===== config.mk =====
export PLATFORM = sky130hd
export DESIGN_NAME = urng_taus_mc_flat
export DESIGN_NICKNAME = d
export VERILOG_FILES = /design/src/rtl/urng_taus_mc_pkg.sv /design/src/rtl/urng_taus_mc_if.sv /design/src/rtl/urng_taus_mc_step.sv /design/src/rtl/urng_taus_mc.sv /design/src/flat_wrapper.sv
export SDC_FILE = /design/constraint.sdc
export NUM_CORES = 1
export LEC_CHECK = 0
export BUFFER_PORTS_ARGS = -buffer_cell sky130_fd_sc_hd__buf_2
export CORE_ASPECT_RATIO = 1.2
export CORE_MARGIN = 2
export CORE_UTILIZATION = 65
export CTS_CLUSTER_SIZE = 14
export DETAILED_ROUTE_END_ITERATION = 7
export PLACE_DENSITY = 0.84
export SLEW_MARGIN = 20
export SYNTH_ARGS = -nofsm -noshare
export SYNTH_HDL_FRONTEND = slang
export SYNTH_SLANG_ARGS = --single-unit

===== constraint.sdc =====
create_clock -name clk -period 4.8 [get_ports clk]
set_input_delay 0.72 -clock clk [delete_from_list [all_inputs] [get_ports clk]]
set_output_delay 0.72 -clock clk [all_outputs]
set_load 0.02 [all_outputs]

===== src/rtl/urng_taus_mc_pkg.sv =====
// Shared constants, types and helpers for the multi-channel taus88 uniform RNG.
// The three Tausworthe components each have their own shift triple, mask and minimum legal seed.
package urng_taus_mc_pkg;

    localparam int S0_L = 13;
    localparam int S0_R = 19;
    localparam int S0_M = 12;
    localparam int S1_L = 2;
    localparam int S1_R = 25;
    localparam int S1_M = 4;
    localparam int S2_L = 3;
    localparam int S2_R = 11;
    localparam int S2_M = 17;

    localparam logic [31:0] MASK0 = 32'hFFFF_FFFE;
    localparam logic [31:0] MASK1 = 32'hFFFF_FFF8;
    localparam logic [31:0] MASK2 = 32'hFFFF_FFF0;

    // Component k lives at index [k]; a component below its minimum would lock up at zero.
    localparam logic [2:0][31:0] MIN_SEED = {32'd16, 32'd8, 32'd2};
    localparam logic [2:0][31:0] DEF_SEED = {32'h0F1E_2D3C, 32'h9ABC_DEF0, 32'h1234_5678};
    localparam logic [31:0]      CH_SALT  = 32'h9E37_79B9;

    typedef enum logic {
        ST_WARMUP = 1'b0,
        ST_RUN    = 1'b1
    } urng_state_e;

    function automatic logic [31:0] fixup(input logic [31:0] v, input logic [31:0] min_v);
        return (v < min_v) ? (v | min_v) : v;
    endfunction

    function automatic logic [31:0] chan_salt(input int unsigned c);
        logic [31:0] cv;
        cv = 32'(c);
        return cv * CH_SALT;
    endfunction

endpackage


===== src/rtl/urng_taus_mc_if.sv =====
// Seed-load controls plus the bundled valid/ready sample stream of the RNG.
// master = generator side, slave = seed writer / sample consumer side.
interface urng_taus_mc_if #(
    parameter int NUM_CH = 2,
    parameter int OUT_W  = 32
);
    localparam int CHW = (NUM_CH > 1) ? $clog2(NUM_CH) : 1;

    logic                    seed_we;
    logic [CHW-1:0]          seed_ch;
    logic [1:0]              seed_sel;
    logic [31:0]             seed_data;
    logic                    seed_go;
    logic                    out_valid;
    logic                    out_ready;
    logic [NUM_CH*OUT_W-1:0] out_data;
    logic                    warming;

    modport master (
        input  seed_we, seed_ch, seed_sel, seed_data, seed_go, out_ready,
        output out_valid, out_data, warming
    );

    modport slave (
        output seed_we, seed_ch, seed_sel, seed_data, seed_go, out_ready,
        input  out_valid, out_data, warming
    );

endinterface


===== src/rtl/urng_taus_mc_step.sv =====
// One combinational taus88 state transition: next component states and their XOR result.
// Bits shifted past either end are discarded (plain 32-bit shifts).
module urng_taus_mc_step
    import urng_taus_mc_pkg::*;
(
    input  logic [31:0] a0_i,
    input  logic [31:0] a1_i,
    input  logic [31:0] a2_i,
    output logic [31:0] s0_o,
    output logic [31:0] s1_o,
    output logic [31:0] s2_o,
    output logic [31:0] r_o
);

    assign s0_o = ((a0_i ^ (a0_i << S0_L)) >> S0_R) ^ ((a0_i & MASK0) << S0_M);
    assign s1_o = ((a1_i ^ (a1_i << S1_L)) >> S1_R) ^ ((a1_i & MASK1) << S1_M);
    assign s2_o = ((a2_i ^ (a2_i << S2_L)) >> S2_R) ^ ((a2_i & MASK2) << S2_M);
    assign r_o  = s0_o ^ s1_o ^ s2_o;

endmodule


===== src/rtl/urng_taus_mc.sv =====
// NUM_CH lockstep taus88 generators with shadow seeds, warm-up discard and one output register.
// First sample WARMUP+2 edges after reset/seed_go; output holds (no step) while valid & ~ready.
module urng_taus_mc
    import urng_taus_mc_pkg::*;
#(
    parameter int NUM_CH = 2,
    parameter int OUT_W  = 32,
    parameter int WARMUP = 16
) (
    input  logic              clk,
    input  logic              rst,
    urng_taus_mc_if.master    bus
);

    localparam int CHW = (NUM_CH > 1) ? $clog2(NUM_CH) : 1;

    logic [NUM_CH-1:0][2:0][31:0] shadow_q;
    logic [NUM_CH-1:0][2:0][31:0] st_q, st_d;
    logic [NUM_CH-1:0][2:0][31:0] nx;
    logic [NUM_CH-1:0][31:0]      r;
    logic [NUM_CH*OUT_W-1:0]      samp;
    logic [NUM_CH*OUT_W-1:0]      dat_q, dat_d;
    urng_state_e                  state_q, state_d;
    logic [15:0]                  cnt_q, cnt_d;
    logic                         vld_q, vld_d;
    logic                         step_en;
    logic                         load_fix;

    for (genvar c = 0; c < NUM_CH; c++) begin : g_ch
        urng_taus_mc_step u_step (
            .a0_i (st_q[c][0]),
            .a1_i (st_q[c][1]),
            .a2_i (st_q[c][2]),
            .s0_o (nx[c][0]),
            .s1_o (nx[c][1]),
            .s2_o (nx[c][2]),
            .r_o  (r[c])
        );
    end

    // Out-of-range channel or seed_sel==3 simply never matches any shadow slot.
    always_ff @(posedge clk or negedge rst) begin
        if (!rst) begin
            for (int c = 0; c < NUM_CH; c++) begin
                for (int k = 0; k < 3; k++) begin
                    shadow_q[c][k] <= DEF_SEED[k] ^ chan_salt(c);
                end
            end
        end else begin
            for (int c = 0; c < NUM_CH; c++) begin
                for (int k = 0; k < 3; k++) begin
                    if (bus.seed_we && bus.seed_ch == CHW'(c) && bus.seed_sel == 2'(k)) begin
                        shadow_q[c][k] <= bus.seed_data;
                    end
                end
            end
        end
    end

    always_comb begin
        samp = '0;
        for (int c = 0; c < NUM_CH; c++) begin
            samp[c*OUT_W +: OUT_W] = r[c][31 -: OUT_W];
        end
    end

    always_comb begin
        state_d  = state_q;
        cnt_d    = cnt_q;
        vld_d    = vld_q;
        dat_d    = dat_q;
        step_en  = 1'b0;
        load_fix = 1'b0;
        if (bus.seed_go) begin
            load_fix = 1'b1;
            cnt_d    = 16'(WARMUP);
            vld_d    = 1'b0;
            state_d  = (WARMUP == 0) ? ST_RUN : ST_WARMUP;
        end else begin
            case (state_q)
                ST_WARMUP: begin
                    if (cnt_q == 16'd0) begin
                        state_d = ST_RUN;
                    end else begin
                        step_en = 1'b1;
                        cnt_d   = cnt_q - 16'd1;
                    end
                end
                ST_RUN: begin
                    if (!vld_q || bus.out_ready) begin
                        step_en = 1'b1;
                        vld_d   = 1'b1;
                        dat_d   = samp;
                    end
                end
                default: state_d = ST_WARMUP;
            endcase
        end
    end

    always_comb begin
        st_d = st_q;
        for (int c = 0; c < NUM_CH; c++) begin
            for (int k = 0; k < 3; k++) begin
                if (load_fix) begin
                    st_d[c][k] = fixup(shadow_q[c][k], MIN_SEED[k]);
                end else if (step_en) begin
                    st_d[c][k] = nx[c][k];
                end
            end
        end
    end

    always_ff @(posedge clk or negedge rst) begin
        if (!rst) begin
            state_q <= ST_WARMUP;
            cnt_q   <= 16'(WARMUP);
            vld_q   <= 1'b0;
            dat_q   <= '0;
            for (int c = 0; c < NUM_CH; c++) begin
                for (int k = 0; k < 3; k++) begin
                    st_q[c][k] <= fixup(DEF_SEED[k] ^ chan_salt(c), MIN_SEED[k]);
                end
            end
        end else begin
            state_q <= state_d;
            cnt_q   <= cnt_d;
            vld_q   <= vld_d;
            dat_q   <= dat_d;
            st_q    <= st_d;
        end
    end

    assign bus.out_valid = vld_q;
    assign bus.out_data  = dat_q;
    assign bus.warming   = (state_q == ST_WARMUP);

endmodule

===== src/flat_wrapper.sv =====
// flat-port wrapper written by rule: the top's interface ports become plain ports
module urng_taus_mc_flat import urng_taus_mc_pkg::*;
#(
    parameter int NUM_CH = 2,
    parameter int OUT_W  = 32,
    parameter int WARMUP = 16
)
  (clk, rst, bus_seed_we, bus_seed_ch, bus_seed_sel, bus_seed_data, bus_seed_go, bus_out_ready, bus_out_valid, bus_out_data, bus_warming);
  urng_taus_mc_if #(.NUM_CH(NUM_CH), .OUT_W(OUT_W)) bus_i ();
  input  logic clk;
  input  logic rst;
  input wire logic [$bits(bus_i.seed_we)-1:0] bus_seed_we;
  input wire logic [$bits(bus_i.seed_ch)-1:0] bus_seed_ch;
  input wire logic [$bits(bus_i.seed_sel)-1:0] bus_seed_sel;
  input wire logic [$bits(bus_i.seed_data)-1:0] bus_seed_data;
  input wire logic [$bits(bus_i.seed_go)-1:0] bus_seed_go;
  input wire logic [$bits(bus_i.out_ready)-1:0] bus_out_ready;
  output wire logic [$bits(bus_i.out_valid)-1:0] bus_out_valid;
  output wire logic [$bits(bus_i.out_data)-1:0] bus_out_data;
  output wire logic [$bits(bus_i.warming)-1:0] bus_warming;
  assign bus_i.seed_we = bus_seed_we;
  assign bus_i.seed_ch = bus_seed_ch;
  assign bus_i.seed_sel = bus_seed_sel;
  assign bus_i.seed_data = bus_seed_data;
  assign bus_i.seed_go = bus_seed_go;
  assign bus_i.out_ready = bus_out_ready;
  assign bus_out_valid = bus_i.out_valid;
  assign bus_out_data = bus_i.out_data;
  assign bus_warming = bus_i.warming;
  urng_taus_mc #(.NUM_CH(NUM_CH), .OUT_W(OUT_W), .WARMUP(WARMUP)) u_core (.clk(clk), .rst(rst), .bus(bus_i));
endmodule

* Word-level counts from Yosys, hierarchy flattened
Index checks and enable logic that the tools add are counted.
** Storage, ports and cells
- Bits in registers :: 466
- Output and inout bits :: 66
- Bits of input ports :: 40
** Operators by class
- Add/sub/neg operators :: 1
- Order comparisons :: 6
- Eq/ne operators :: 4
- Bitwise gates (word level) :: 19
- Muxes and demuxes :: 32
- Reduce and logical (&&, ||, !) cells :: 18
** Operators by type and width (number)
- $mux 32 :: 12
- $xor 32x32->32 :: 10
- $lt 32x2->1 const B :: 2
- $lt 32x4->1 const B :: 2
- $lt 32x5->1 const B :: 2
- $xor 13x32->32 :: 2
- $xor 21x32->32 :: 2
- $xor 7x32->32 :: 2
- $mux 16 :: 3
- $logic_not 16->1 :: 1
- $sub 16x1->16 const B :: 1
- $mux 1 :: 10
- $mux 5 :: 2
- $logic_and 1x1->1 :: 8
- $mux 4 :: 2
- $reduce_bool 2->1 :: 3
- $mux 2 :: 2
- $ne 2x2->1 const B :: 2
- $reduce_and 2->1 :: 2
- $not 1->1 :: 3
- $reduce_and 3->1 :: 1
- $eq 2x1->1 const B :: 1
- $eq 2x2->1 const B :: 1
- $logic_not 2->1 :: 1
- 3 further kinds :: 3

* Longest topological paths before layout
- Depth after elaboration :: 7
- Mapped depth :: 9
- Gate-level depth less buffers :: 6

* Modules after synthesis
From an unflattened synthesis, not the netlist that was laid out.
** Second synthesis, totals
- Cell total of the unflattened synthesis :: 1633
- Area, all modules :: 23975.5 um2
** Modules (own cells, without submodules)
- urng_taus_mc :: seq. area each 11877.6 um2, cells an instance 1339, instances 1, area each 21147.8 um2
- urng_taus_mc_step :: seq. area each 0.0 um2, cells an instance 147, instances 2, area each 1413.9 um2

* Worst setup path before layout
OpenSTA, ideal clock, no wires.
- Path type :: input -> register
- From :: input port bus_seed_go
- To :: register u_core.st_q[139] (netlist name)
- Slack :: 2.553 ns
- Stages on the path :: 5
- Library setup time :: 0.128 ns
- Required time :: 4.672 ns
- Path buffers :: 3
- Data arrival time :: 2.119 ns
- Cells stage by stage :: buf_2 > clkbuf_1 > buf_1 > mux2_2 > mux2_1
** On the way
- Word-level cells in the longest chain between the ends :: 2
- Elaborated cells on any way between the ends :: 4
** Ends and longest elaborated chain
- from (decl) :: line flat_wrapper.sv:16 : input wire logic [$bits(bus_i.seed_go)-1:0] bus_seed_go;
- $mux 1 :: line urng_taus_mc.sv:74 : if (bus.seed_go) begin
- $mux 32 or $reduce_bool 2->1 (tied branches)
- to (signal, indexed assignment) :: line urng_taus_mc.sv:122 : st_q[c][k] <= fixup(DEF_SEED[k] ^ chan_salt(c), MIN_SEED[k]);
- to (signal assigned) :: line urng_taus_mc.sv:130 : st_q <= st_d;
- to (decl) :: line urng_taus_mc.sv:18 : logic [NUM_CH-1:0][2:0][31:0] st_q, st_d;
Parallel ways exist; a longest one is shown, timed or not.
A chain may end at the register's enable or synchronous reset.

* Worst setup path after layout
- From :: register u_core.cnt_q[0]
- To :: register u_core.st_q[17] (netlist name)
** On the way
- Word-level cells in the longest chain between the ends :: 5
** Ends and longest elaborated chain
- from (decl) :: line urng_taus_mc.sv:24 : logic [15:0] cnt_q, cnt_d;
- from (signal assigned) :: line urng_taus_mc.sv:117 : cnt_q <= 16'(WARMUP);
- from (signal assigned) :: line urng_taus_mc.sv:127 : cnt_q <= cnt_d;
- $logic_not 16->1 :: line urng_taus_mc.sv:82 : if (cnt_q == 16'd0) begin
- $mux 1 :: line urng_taus_mc.sv:82
- $pmux 1 s2 :: line urng_taus_mc.sv:80 : case (state_q)
- $mux 1 :: line urng_taus_mc.sv:74
- $reduce_bool 2->1 (no source line)
No other way between the ends.

==> metrics.txt <==
status complete, no violations; worst-path fanout max 27; P_sw 6001 uW; WHS 255.0 ps; Detailed Route WL 53.78 mm; Cells after Synth 1621; grt total ovfl 0; Initial DRC Count 1062; CTS sink count 434; CP Class register to register; RSZ-0062 raised after global routing no; largest area contributor in the netlist dfrtp_1; Starting Density 65.85%; Seq/Total Area, Yosys 53.57%; filler cell count 2039; EDFF count, synth 0; Peak VDD IR 0.0005121 V; Yosys reg bits 434; period utilisation layout 63.97%; combinational power share 36.8%; Reg power frac 41.8%; asr flop ratio synth 100.0%; most common cell in the netlist mux2_2; worst min path class input port to asynchronous set/reset pin; drt wl/cell 25.12 um; Slew Viols, Final 0; maxcap violations 0; DR vias/cell 6.283; Worst Setup SP u_core.cnt_q[0]; number of remaining DRC errors 0; Placer Congestion 0.8784; top cell type's share of synthesized area 33.08%; Post-CTS Hold Fix Bufs 0; largest net degree at the start of global routing 119; worst r2r src u_core.cnt_q[0]; ANT nets after route 0; vias in the first global route 13760; register area 11060 um^2; FF-to-FF setup slack 1730 ps; I/O pin cnt 106; Resized Gates After CTS 0; main flop type after synthesis dfrtp_1; CP endpoint u_core.st_q[17]; synthesized cell area 20650 um^2; internal power 10310 uW; full die area 33220 um^2; Yosys cell types 39; Startpoint Class register; clock root cell clkbuf_16; area taken by multi-input logic gates 9271 um^2; PwrDens 707.0 nW/um^2; Die H 199.3 um; Final Critical Period 3071 ps; Die Wd 166.7 um; worst r2r dst u_core.st_q[17]; Data arrival, critical path 3500 ps; Hold Fails Final Rpt 0; largest cells by area after synthesis dfrtp_1 33%, mux2_2 22%, dfstp_2 20%; first-pass GRT wire length 82.54 mm; Leak 0.009595 uW; Initial DRT Pass Iterations 6; Clock Tree Buf Depth 3; Final setup viols 0; synth warn 0; Syn Nets 1663; initial antenna violation count 2; critical path data required time 5230 ps; Port Buffers 104; cts bufs inserted 43; synth cell count leaders 412 x mux2_2, 273 x dfrtp_1, 178 x xnor2_1; skew final 15.62 ps; cell count after placement 2060; clock latency on the worst-skew pair 560 ps; FMAX 325.7 MHz; worst slew pin tran 1161 ps; layout cells sized above 1 44.39%; power share of the clock group 21.4%; P&R area growth vs syn 11.72%; final cell count without fillers 2141; TritonCTS clock tree built; Max H-tree Level 2; Post-CTS Setup Bufs 0; dpl hpwl 36.78 mm; core area 31360 um^2; vias post-DR 13450; Slew HR 21.76%; total track usage 33.07%; cell row count 71; Setup crit end kind register; switching share of power 36.79%; Final TNS setup 0 ps; Clock transition at path regs 60 ps; Syn Area/Cell 12.74 um^2; nets 1747; Worst R2R Path Depth 7
## through the flow
step	total power [uW]	cell area (um^2)	utilization, %	setup WS, ps
after floorplan	10600	20650	-	2553
after global placement	12490	21580	68.80	1507
after detailed placement	12720	21580	68.80	1469
after CTS	16280	23040	73.47	1788
after global routing	17050	23070	73.56	1589
final	16310	23070	73.57	1729
## placed cells by master (no fill, tap or decap), types with 4 or more instances in the layout
cell type | netlist | final
dfrtp_1 | 273 | 273
nand4_1 | 12 | 12
nand3_1 | 6 | 6
a21o_1 | 5 | 5
mux2_2 | 412 | 412
nor4_1 | 39 | 39
clkbuf_16 | 0 | 45
mux2_1 | 47 | 47
or3_1 | 9 | 9
or4_1 | 10 | 10
buf_2 | 20 | 102
nor3_1 | 7 | 5
a32o_1 | 4 | 4
o21ai_0 | 126 | 126
bufinv_16 | 0 | 4
clkbuf_8 | 0 | 10
clkbuf_1 | 49 | 14
xor2_1 | 32 | 32
a21oi_1 | 12 | 12
dfstp_2 | 161 | 161
nor2b_1 | 7 | 7
nand2b_1 | 5 | 4
xnor2_1 | 178 | 178
nor2_1 | 8 | 8
clkinv_2 | 0 | 4
o31ai_1 | 8 | 8
buf_12 | 0 | 5
nand2_1 | 152 | 152
buf_4 | 0 | 12
## kinds of logic (layout without fill, tap and decap cells)
| family | after synthesis | after routing | share of synthesized area, % |
|---|---|---|---|
| and+or+nand+nor | 271 | 271 | 6.477 |
| xor gates and xnor gates | 210 | 210 | 8.907 |
| DFF | 434 | 434 | 53.57 |
| muxes | 459 | 459 | 25.03 |
| AOI/OAI and AO/OA | 159 | 159 | 4.175 |
| adders and majority gates | 2 | 2 | 0.1212 |
| other | 0 | 1 | 0 |
| buffers and inverters | 86 | 204 | 1.721 |
## area by class of cell
cell class / instances / share of cell area, %
repair buffers: 122 / 3.281
clock buffers: 68 / 5.646
inverters: 3 / 0.04881
well taps: 401 / 2.175
diodes: 1 / 0.01085
clock inverters: 11 / 0.7050
flip-flops and latches: 434 / 47.95
multi-input cells: 1101 / 40.19
## power by group through the flow
stage / registers [uW] / logic (uW) / clock network, uW
3_5_place_dp: 6810 / 5910 / 0
4_1_cts: 6770 / 5990 / 3520
2_1_floorplan: 6550 / 4050 / 0
5_1_grt: 6940 / 6440 / 3670
3_3_place_gp: 6740 / 5750 / 0
6_report: 6820 / 6000 / 3490
## per-layer routing
metal / GRT usage (%) / wire length [um] / up-vias / part of all wire [%]
li1: - / - / 5891 / -
met1: 41.04 / 20670 / 6884 / 38
met2: 55.80 / 26610 / 498 / 49
met3: 4.417 / 2781 / 177 / 5.2
met4: 20.05 / 3705 / 2 / 6.9
met5: 0 / 12 / - / 0.022
## worst max-delay path, cell delays in order (launching register included)
cell      delay, ps
dfrtp_1         390
inv_1            90
ha_1            210
nor4b_1         160
and4_1          450
a21boi_4        750
buf_4           490
mux2_2          390
## how the worst min path moves through the flow
| stage | endpoint | startpoint | slack, ps |
|---|---|---|---|
| after CTS | u_core.st_q[135] | rst | 290 |
| after floorplan | u_core.bus.out_data[0] | rst | 420 |
| after global placement | u_core.bus.out_data[60] | u_core.bus.out_data[60] | 450 |
| after detailed placement | u_core.bus.out_data[60] | u_core.bus.out_data[60] | 460 |
| after global routing | u_core.shadow_q[133] | rst | 310 |
| final | u_core.shadow_q[139] | rst | 260 |
## state kept, by name, summed over array words and instances, names as in the netlist
| name | flops |
|---|---|
| u_core.state_q | 1 |
| u_core.cnt_q | 16 |
| u_core.st_q | 176 |
| u_core.bus.out_data | 64 |
| u_core.shadow_q | 176 |
| u_core.bus.out_valid | 1 |
Note: power is estimated with default switching activity, not from simulation.
